### src/rtl/mpu_pkg.sv
// mpu_pkg: shared definitions for the MPU program sequencer.
//   ADDR_W      default program-address width
//   next_addr_e source selector for the next program-memory address
package mpu_pkg;

  localparam int ADDR_W = 8;

  typedef enum logic [2:0] {
    NA_RESET,   // reset address while reset_n is low
    NA_POP,     // top of return stack (RET)
    NA_TARGET,  // jump / call destination
    NA_HOLD,    // repeat current pc (stall)
    NA_INC      // pc + 1, wrapping
  } next_addr_e;

endpackage

### src/rtl/lifo_stack.sv
// lifo_stack: small register-based LIFO used as the hardware return stack.
//   clk, reset_n  clock, async active-low reset (clears occupancy only)
//   push, din     write din on top; ignored when full
//   pop           discard top entry; ignored when empty
//   dout          current top entry (don't-care when empty)
//   count         occupancy 0..DEPTH
//   full, empty   count==DEPTH / count==0
module lifo_stack #(
  parameter int WIDTH = 8,
  parameter int DEPTH = 4
) (
  input  logic                       clk,
  input  logic                       reset_n,
  input  logic                       push,
  input  logic                       pop,
  input  logic [WIDTH-1:0]           din,
  output logic [WIDTH-1:0]           dout,
  output logic [$clog2(DEPTH+1)-1:0] count,
  output logic                       full,
  output logic                       empty
);

  localparam int CW = $clog2(DEPTH+1);

  logic [DEPTH-1:0][WIDTH-1:0] mem_q, mem_d;
  logic [CW-1:0]               count_q, count_d;

  assign count = count_q;
  assign full  = (count_q == CW'(DEPTH));
  assign empty = (count_q == '0);

  // Top entry lives at index count-1; a compare loop keeps index widths exact.
  always_comb begin
    dout = '0;
    for (int i = 0; i < DEPTH; i++)
      if (CW'(i) + CW'(1) == count_q) dout = mem_q[i];
  end

  // A valid pop takes precedence over a push in the same cycle.
  always_comb begin
    mem_d   = mem_q;
    count_d = count_q;
    if (pop && !empty) begin
      count_d = count_q - CW'(1);
    end else if (push && !full) begin
      for (int i = 0; i < DEPTH; i++)
        if (CW'(i) == count_q) mem_d[i] = din;
      count_d = count_q + CW'(1);
    end
  end

  always_ff @(posedge clk or negedge reset_n) begin
    if (!reset_n) count_q <= '0;
    else          count_q <= count_d;
  end

  // Contents are don't-care after reset; only occupancy is cleared.
  always_ff @(posedge clk) begin
    mem_q <= mem_d;
  end

endmodule

### src/rtl/call_stack_sequencer.sv
// call_stack_sequencer: MPU program sequencer producing the program-ROM
// address each cycle, with jump, jump-if-not-zero, CALL/RET on a hardware
// return stack, stall, and sticky stack-error flags.
//   clk, reset_n            clock, async active-low reset
//   stall                   hold pc
//   jmp, jmp_nz, zero_flag  unconditional / not-zero jump to target
//   call, ret, target       subroutine call (push pc+1) / return (pop)
//   err_clr                 clear sticky error flags
//   pm_addr                 combinational next address (to ROM)
//   pc                      registered current address
//   sp, stack_full/empty    return-stack occupancy
//   err_overflow/underflow  sticky CALL-when-full / RET-when-empty
module call_stack_sequencer
  import mpu_pkg::*;
#(
  parameter int                ADDR_W     = mpu_pkg::ADDR_W,
  parameter int                DEPTH      = 4,
  parameter logic [ADDR_W-1:0] RESET_ADDR = '0
) (
  input  logic                       clk,
  input  logic                       reset_n,
  input  logic                       stall,
  input  logic                       jmp,
  input  logic                       jmp_nz,
  input  logic                       call,
  input  logic                       ret,
  input  logic                       zero_flag,
  input  logic [ADDR_W-1:0]          target,
  input  logic                       err_clr,
  output logic [ADDR_W-1:0]          pm_addr,
  output logic [ADDR_W-1:0]          pc,
  output logic [$clog2(DEPTH+1)-1:0] sp,
  output logic                       stack_full,
  output logic                       stack_empty,
  output logic                       err_overflow,
  output logic                       err_underflow
);

  logic [ADDR_W-1:0] pc_q, pc_d, pc_inc, tos;
  logic              err_ovf_q, err_ovf_d, err_unf_q, err_unf_d;
  logic              push, pop, ovf_set, unf_set;
  next_addr_e        sel;

  // Natural ADDR_W-bit overflow gives the required modulo wrap.
  assign pc_inc = pc_q + ADDR_W'(1);

  lifo_stack #(
    .WIDTH (ADDR_W),
    .DEPTH (DEPTH)
  ) u_stack (
    .clk     (clk),
    .reset_n (reset_n),
    .push    (push),
    .pop     (pop),
    .din     (pc_inc),
    .dout    (tos),
    .count   (sp),
    .full    (stack_full),
    .empty   (stack_empty)
  );

  // Priority select; ret beats call, and any control beats stall.
  always_comb begin
    sel     = NA_INC;
    push    = 1'b0;
    pop     = 1'b0;
    ovf_set = 1'b0;
    unf_set = 1'b0;
    if (!reset_n) begin
      sel = NA_RESET;
    end else if (ret) begin
      if (!stack_empty) begin
        sel = NA_POP;
        pop = 1'b1;
      end else begin
        unf_set = 1'b1;
      end
    end else if (call) begin
      if (!stack_full) begin
        sel  = NA_TARGET;
        push = 1'b1;
      end else begin
        ovf_set = 1'b1;
      end
    end else if (jmp || (jmp_nz && !zero_flag)) begin
      sel = NA_TARGET;
    end else if (stall) begin
      sel = NA_HOLD;
    end
  end

  always_comb begin
    unique case (sel)
      NA_RESET:  pm_addr = RESET_ADDR;
      NA_POP:    pm_addr = tos;
      NA_TARGET: pm_addr = target;
      NA_HOLD:   pm_addr = pc_q;
      NA_INC:    pm_addr = pc_inc;
      default:   pm_addr = pc_inc;
    endcase
  end

  // A new error in the clearing cycle keeps the flag set.
  always_comb begin
    pc_d      = pm_addr;
    err_ovf_d = ovf_set | (err_ovf_q & ~err_clr);
    err_unf_d = unf_set | (err_unf_q & ~err_clr);
  end

  always_ff @(posedge clk or negedge reset_n) begin
    if (!reset_n) begin
      pc_q      <= RESET_ADDR;
      err_ovf_q <= 1'b0;
      err_unf_q <= 1'b0;
    end else begin
      pc_q      <= pc_d;
      err_ovf_q <= err_ovf_d;
      err_unf_q <= err_unf_d;
    end
  end

  assign pc            = pc_q;
  assign err_overflow  = err_ovf_q;
  assign err_underflow = err_unf_q;

endmodule
### config.mk
export PLATFORM = sky130hd
export DESIGN_NAME = call_stack_sequencer
export DESIGN_NICKNAME = d
export VERILOG_FILES = /design/src/rtl/mpu_pkg.sv /design/src/rtl/lifo_stack.sv /design/src/rtl/call_stack_sequencer.sv
export SDC_FILE = /design/constraint.sdc
export NUM_CORES = 1
export LEC_CHECK = 0
export ABC_CLOCK_PERIOD_IN_PS = 5500
export CAP_MARGIN = 15
export CORE_ASPECT_RATIO = 0.9
export CORE_MARGIN = 5
export CORE_UTILIZATION = 30
export CTS_CLUSTER_SIZE = 30
export DETAILED_ROUTE_END_ITERATION = 8
export PLACE_DENSITY = 0.57
export REMOVE_ABC_BUFFERS = 1
export SLEW_MARGIN = 20
export SYNTH_ARGS = -nofsm -noshare
export SYNTH_HDL_FRONTEND = slang
export SYNTH_SLANG_ARGS = --single-unit
export TNS_END_PERCENT = 50
### constraint.sdc
create_clock -name clk -period 5.5 [get_ports clk]
set_clock_uncertainty 0.1 [all_clocks]
set_input_delay 1.1 -clock clk [delete_from_list [all_inputs] [get_ports clk]]
set_output_delay 1.1 -clock clk [all_outputs]
set_load 0.005 [all_outputs]
==> results.sh <==
export IMPL_antenna_found_initial=0
export IMPL_synthFlopType="edfxtp_1"
export IMPL_port_buffers=39
export IMPL_r2r_start="u_stack.count[1]"
export IMPL_overflow=0
export IMPL_cts_buffers_inserted=5
export IMPL_cts_root_buf="clkbuf_8"
export IMPL_p_comb_frac=0.401
export IMPL_io_pins=40
export IMPL_coreArea_sq_um=7580
export IMPL_cts_tree="built"
export IMPL_ys_seq_area_frac=0.551
export IMPL_synthAdderAreaFrac=0.0375
export IMPL_synth_top_area_share=0.412
export IMPL_fmax_mhz=218
export IMPL_globalRoute_busiestLayer="met1"
export IMPL_synth_compound_area_frac=0.191
export IMPL_synth_largest_area_cell="edfxtp_1"
export IMPL_cts_setup_buffers=0
export IMPL_setup_violations=0
export IMPL_yosys_warnings=0
export IMPL_start_util=0.308
export IMPL_netlist_top_cells_area="edfxtp_1, dfrtp_1, ha_1, nand2_1, a221o_1"
export IMPL_nNetsFinal=266
export IMPL_crit_type="input port to output port"
export IMPL_yosysMostFrequentCell="edfxtp_1"
export IMPL_rsz0062_at_grt="false"
export IMPL_p_leak_nw=1.02
export IMPL_synth_top_family_by_area="compound AO/OA/AOI/OAI gates"
export IMPL_avgSynthCellArea_sq_um=11.7
export IMPL_regToRegEndpoint="pc[0]"
export IMPL_finalSetupTns_ps=0
export IMPL_clkLatencyLatePin_ps=300
export IMPL_place_gp_congestion=0.806
export IMPL_post_drt_wl_per_cell_um=17.5
export IMPL_cp_cell_sequence="clkdlybuf4s50_1 > buf_4 > nor3b_1 > buf_4 > a21boi_0 > a211o_1 > clkdlybuf4s50_1"
export IMPL_cp_required_ps=4300
export IMPL_r2r_cells=7
export IMPL_cap_violations=0
export IMPL_crit_start="reset_n"
export IMPL_synth_area_mux_share=0
export IMPL_period_needed_ps=4590
export IMPL_worstHoldPathType="flop to flop"
export IMPL_tightest_slew_ps=770
export IMPL_drive_gt1_frac=0.0947
export IMPL_grtUsageMet2=0.184
export IMPL_synthArstFlopShare=0.289
export IMPL_timing_critical_path_to="pm_addr[5]"
export IMPL_routed_wl_mm=5.95
export IMPL_start_kind="input port"
export IMPL_hold_buffers=0
export IMPL_synth_xor_area_frac=0.0225
export IMPL_antenna_cells=0
export IMPL_hpwl_mm=4.31
export IMPL_yosys_area_share_simple=0.155
export IMPL_firstDrtPassIters=4
export IMPL_syn_area_sq_um=2330
export IMPL_use_met1=0.194
export IMPL_clk_pin_slew_ps=90
export IMPL_path_max_fanout=11
export IMPL_p_int_mw=0.724
export IMPL_synth_enable_flop_cells=32
export IMPL_nFillCells=740
export IMPL_ir_worst_vdd_mv=0.178
export IMPL_seq_power_share=0.414
export IMPL_die_area_sq_um=9650
export IMPL_yosysUniqueCellTypes=49
export IMPL_arrival_ps=3390
export IMPL_vias=1792
export IMPL_dr_first_iter_drc_count=142
export IMPL_dp_cells=331
export IMPL_ys_ff_latch=45
export IMPL_fin_util=0.386
export IMPL_netlist_instances=200
export IMPL_hold_start="err_overflow"
export IMPL_grt_pass1_vias=1773
export IMPL_grt_max_degree=21
export IMPL_cts_buffer_depth=2
export IMPL_hold_viol=0
export IMPL_p_clk_frac=0.185
export IMPL_p_per_area_nw_per_um2=387
export IMPL_fin_area_sq_um=2930
export IMPL_synthTopCellsByCount="edfxtp_1, nand2_1, dfrtp_1"
export IMPL_max_slew_margin_rel=0.485
export IMPL_end_kind="output port"
export IMPL_globalRouteTotalUtil=0.127
export IMPL_cts_resized=0
export IMPL_floorplan_rows=30
export IMPL_area_growth_pct=25.4
export IMPL_htree_levels=2
export IMPL_ant_nets=0
export IMPL_outcome="completed"
export IMPL_ff2ff_setup_slack_ps=2900
export IMPL_drc=0
export IMPL_cpMaxStageDelayCell="clkdlybuf4s50_1"
export IMPL_finalCritPeriodShare=0.835
export IMPL_placed_area_sq_um=2840
export IMPL_fp_dieH_um=93.7
export IMPL_cpPeakStageDelay_ps=660
export IMPL_vias_per_cell=5.29
export IMPL_instances_no_fill=339
export IMPL_use_met3=0.0327
export IMPL_swShare=0.361
export IMPL_die_x_um=103
export IMPL_drv_slew=0
export IMPL_grt_pass1_wl_mm=9.43
export IMPL_switchingPower_mw=0.409
export IMPL_clock_sinks=45
## cell families after synthesis
group,Yosys count
AOI/OAI and AO/OA,58
xor gates and xnor gates,6
adders and majority gates,7
buffers and inverters,22
DFF,45
and+or+nand+nor,62
## worst min path at each step
stage | to | slack, ps | cells past startpoint
CTS | err_underflow | 440 | 2
global route | err_overflow | 460 | 2
global placement | err_overflow | 430 | 2
detailed placement | err_underflow | 430 | 2
floorplan | err_underflow | 430 | 2
finish | err_overflow | 440 | 2
## critical path: cells and delay by family
| kind | cells | cell delay [ps] |
|---|---|---|
| AND/OR/NAND/NOR | 1 | 210 |
| AO/OA/AOI/OAI | 2 | 450 |
| buffers and inverters | 4 | 1620 |
## layout by cell type, fill, tap and decap left out, types with 3 or more instances in the layout
| cell | count |
|---|---|
| dfrtp_1 | 13 |
| a221o_1 | 7 |
| nor3b_1 | 3 |
| inv_1 | 9 |
| xnor2_1 | 4 |
| nand2_1 | 21 |
| a221oi_1 | 8 |
| clkdlybuf4s50_1 | 39 |
| and4_1 | 6 |
| a31oi_1 | 6 |
| nand3_1 | 5 |
| o22ai_1 | 3 |
| edfxtp_1 | 32 |
| ha_1 | 7 |
| o21ai_0 | 7 |
| clkbuf_8 | 5 |
| buf_4 | 7 |
| a21oi_1 | 5 |
| nor2_1 | 5 |
| nor3_1 | 6 |
| a21boi_0 | 9 |
## flip-flops by register name, indices dropped and copies added, names as in the netlist
| name | count |
|---|---|
| err_overflow | 1 |
| pc | 8 |
| err_underflow | 1 |
| u_stack.mem_q | 32 |
| u_stack.count | 3 |
## metal layers
layer  wire length, um  share of wire
met5                 0              0
met4                 9         0.0015
met3               361          0.061
met1              2970           0.50
met2              2600           0.44
## through the flow
stage	setup slack, ps	power [mW]	hold WS [ps]
after detailed placement	908	0.934	430
after global routing	751	1.21	458
after floorplan	1990	0.716	426
final	909	1.13	441
after global placement	781	0.935	432
after CTS	897	1.14	443
## area by class of cell
| type | instances | area, sq um | area share |
|---|---|---|---|
| Sequential cell | 45 | 1290 | 0.439 |
| Multi-Input combinational cell | 133 | 947 | 0.324 |
| Timing Repair Buffer | 46 | 443 | 0.151 |
| Tap cell | 96 | 120 | 0.0410 |
| Clock buffer | 5 | 68.8 | 0.0235 |
| Inverter | 11 | 41.3 | 0.0141 |
| Clock inverter | 3 | 21.3 | 0.00726 |
## power groups by stage
stage / combinational, mW / clock (mW) / sequential [mW]
6_report: 0.454 / 0.210 / 0.469
4_1_cts: 0.460 / 0.216 / 0.468
3_5_place_dp: 0.459 / 0 / 0.476
2_1_floorplan: 0.233 / 0 / 0.483
5_1_grt: 0.509 / 0.232 / 0.474
3_3_place_gp: 0.460 / 0 / 0.475
(Power assumes the default switching activity.)
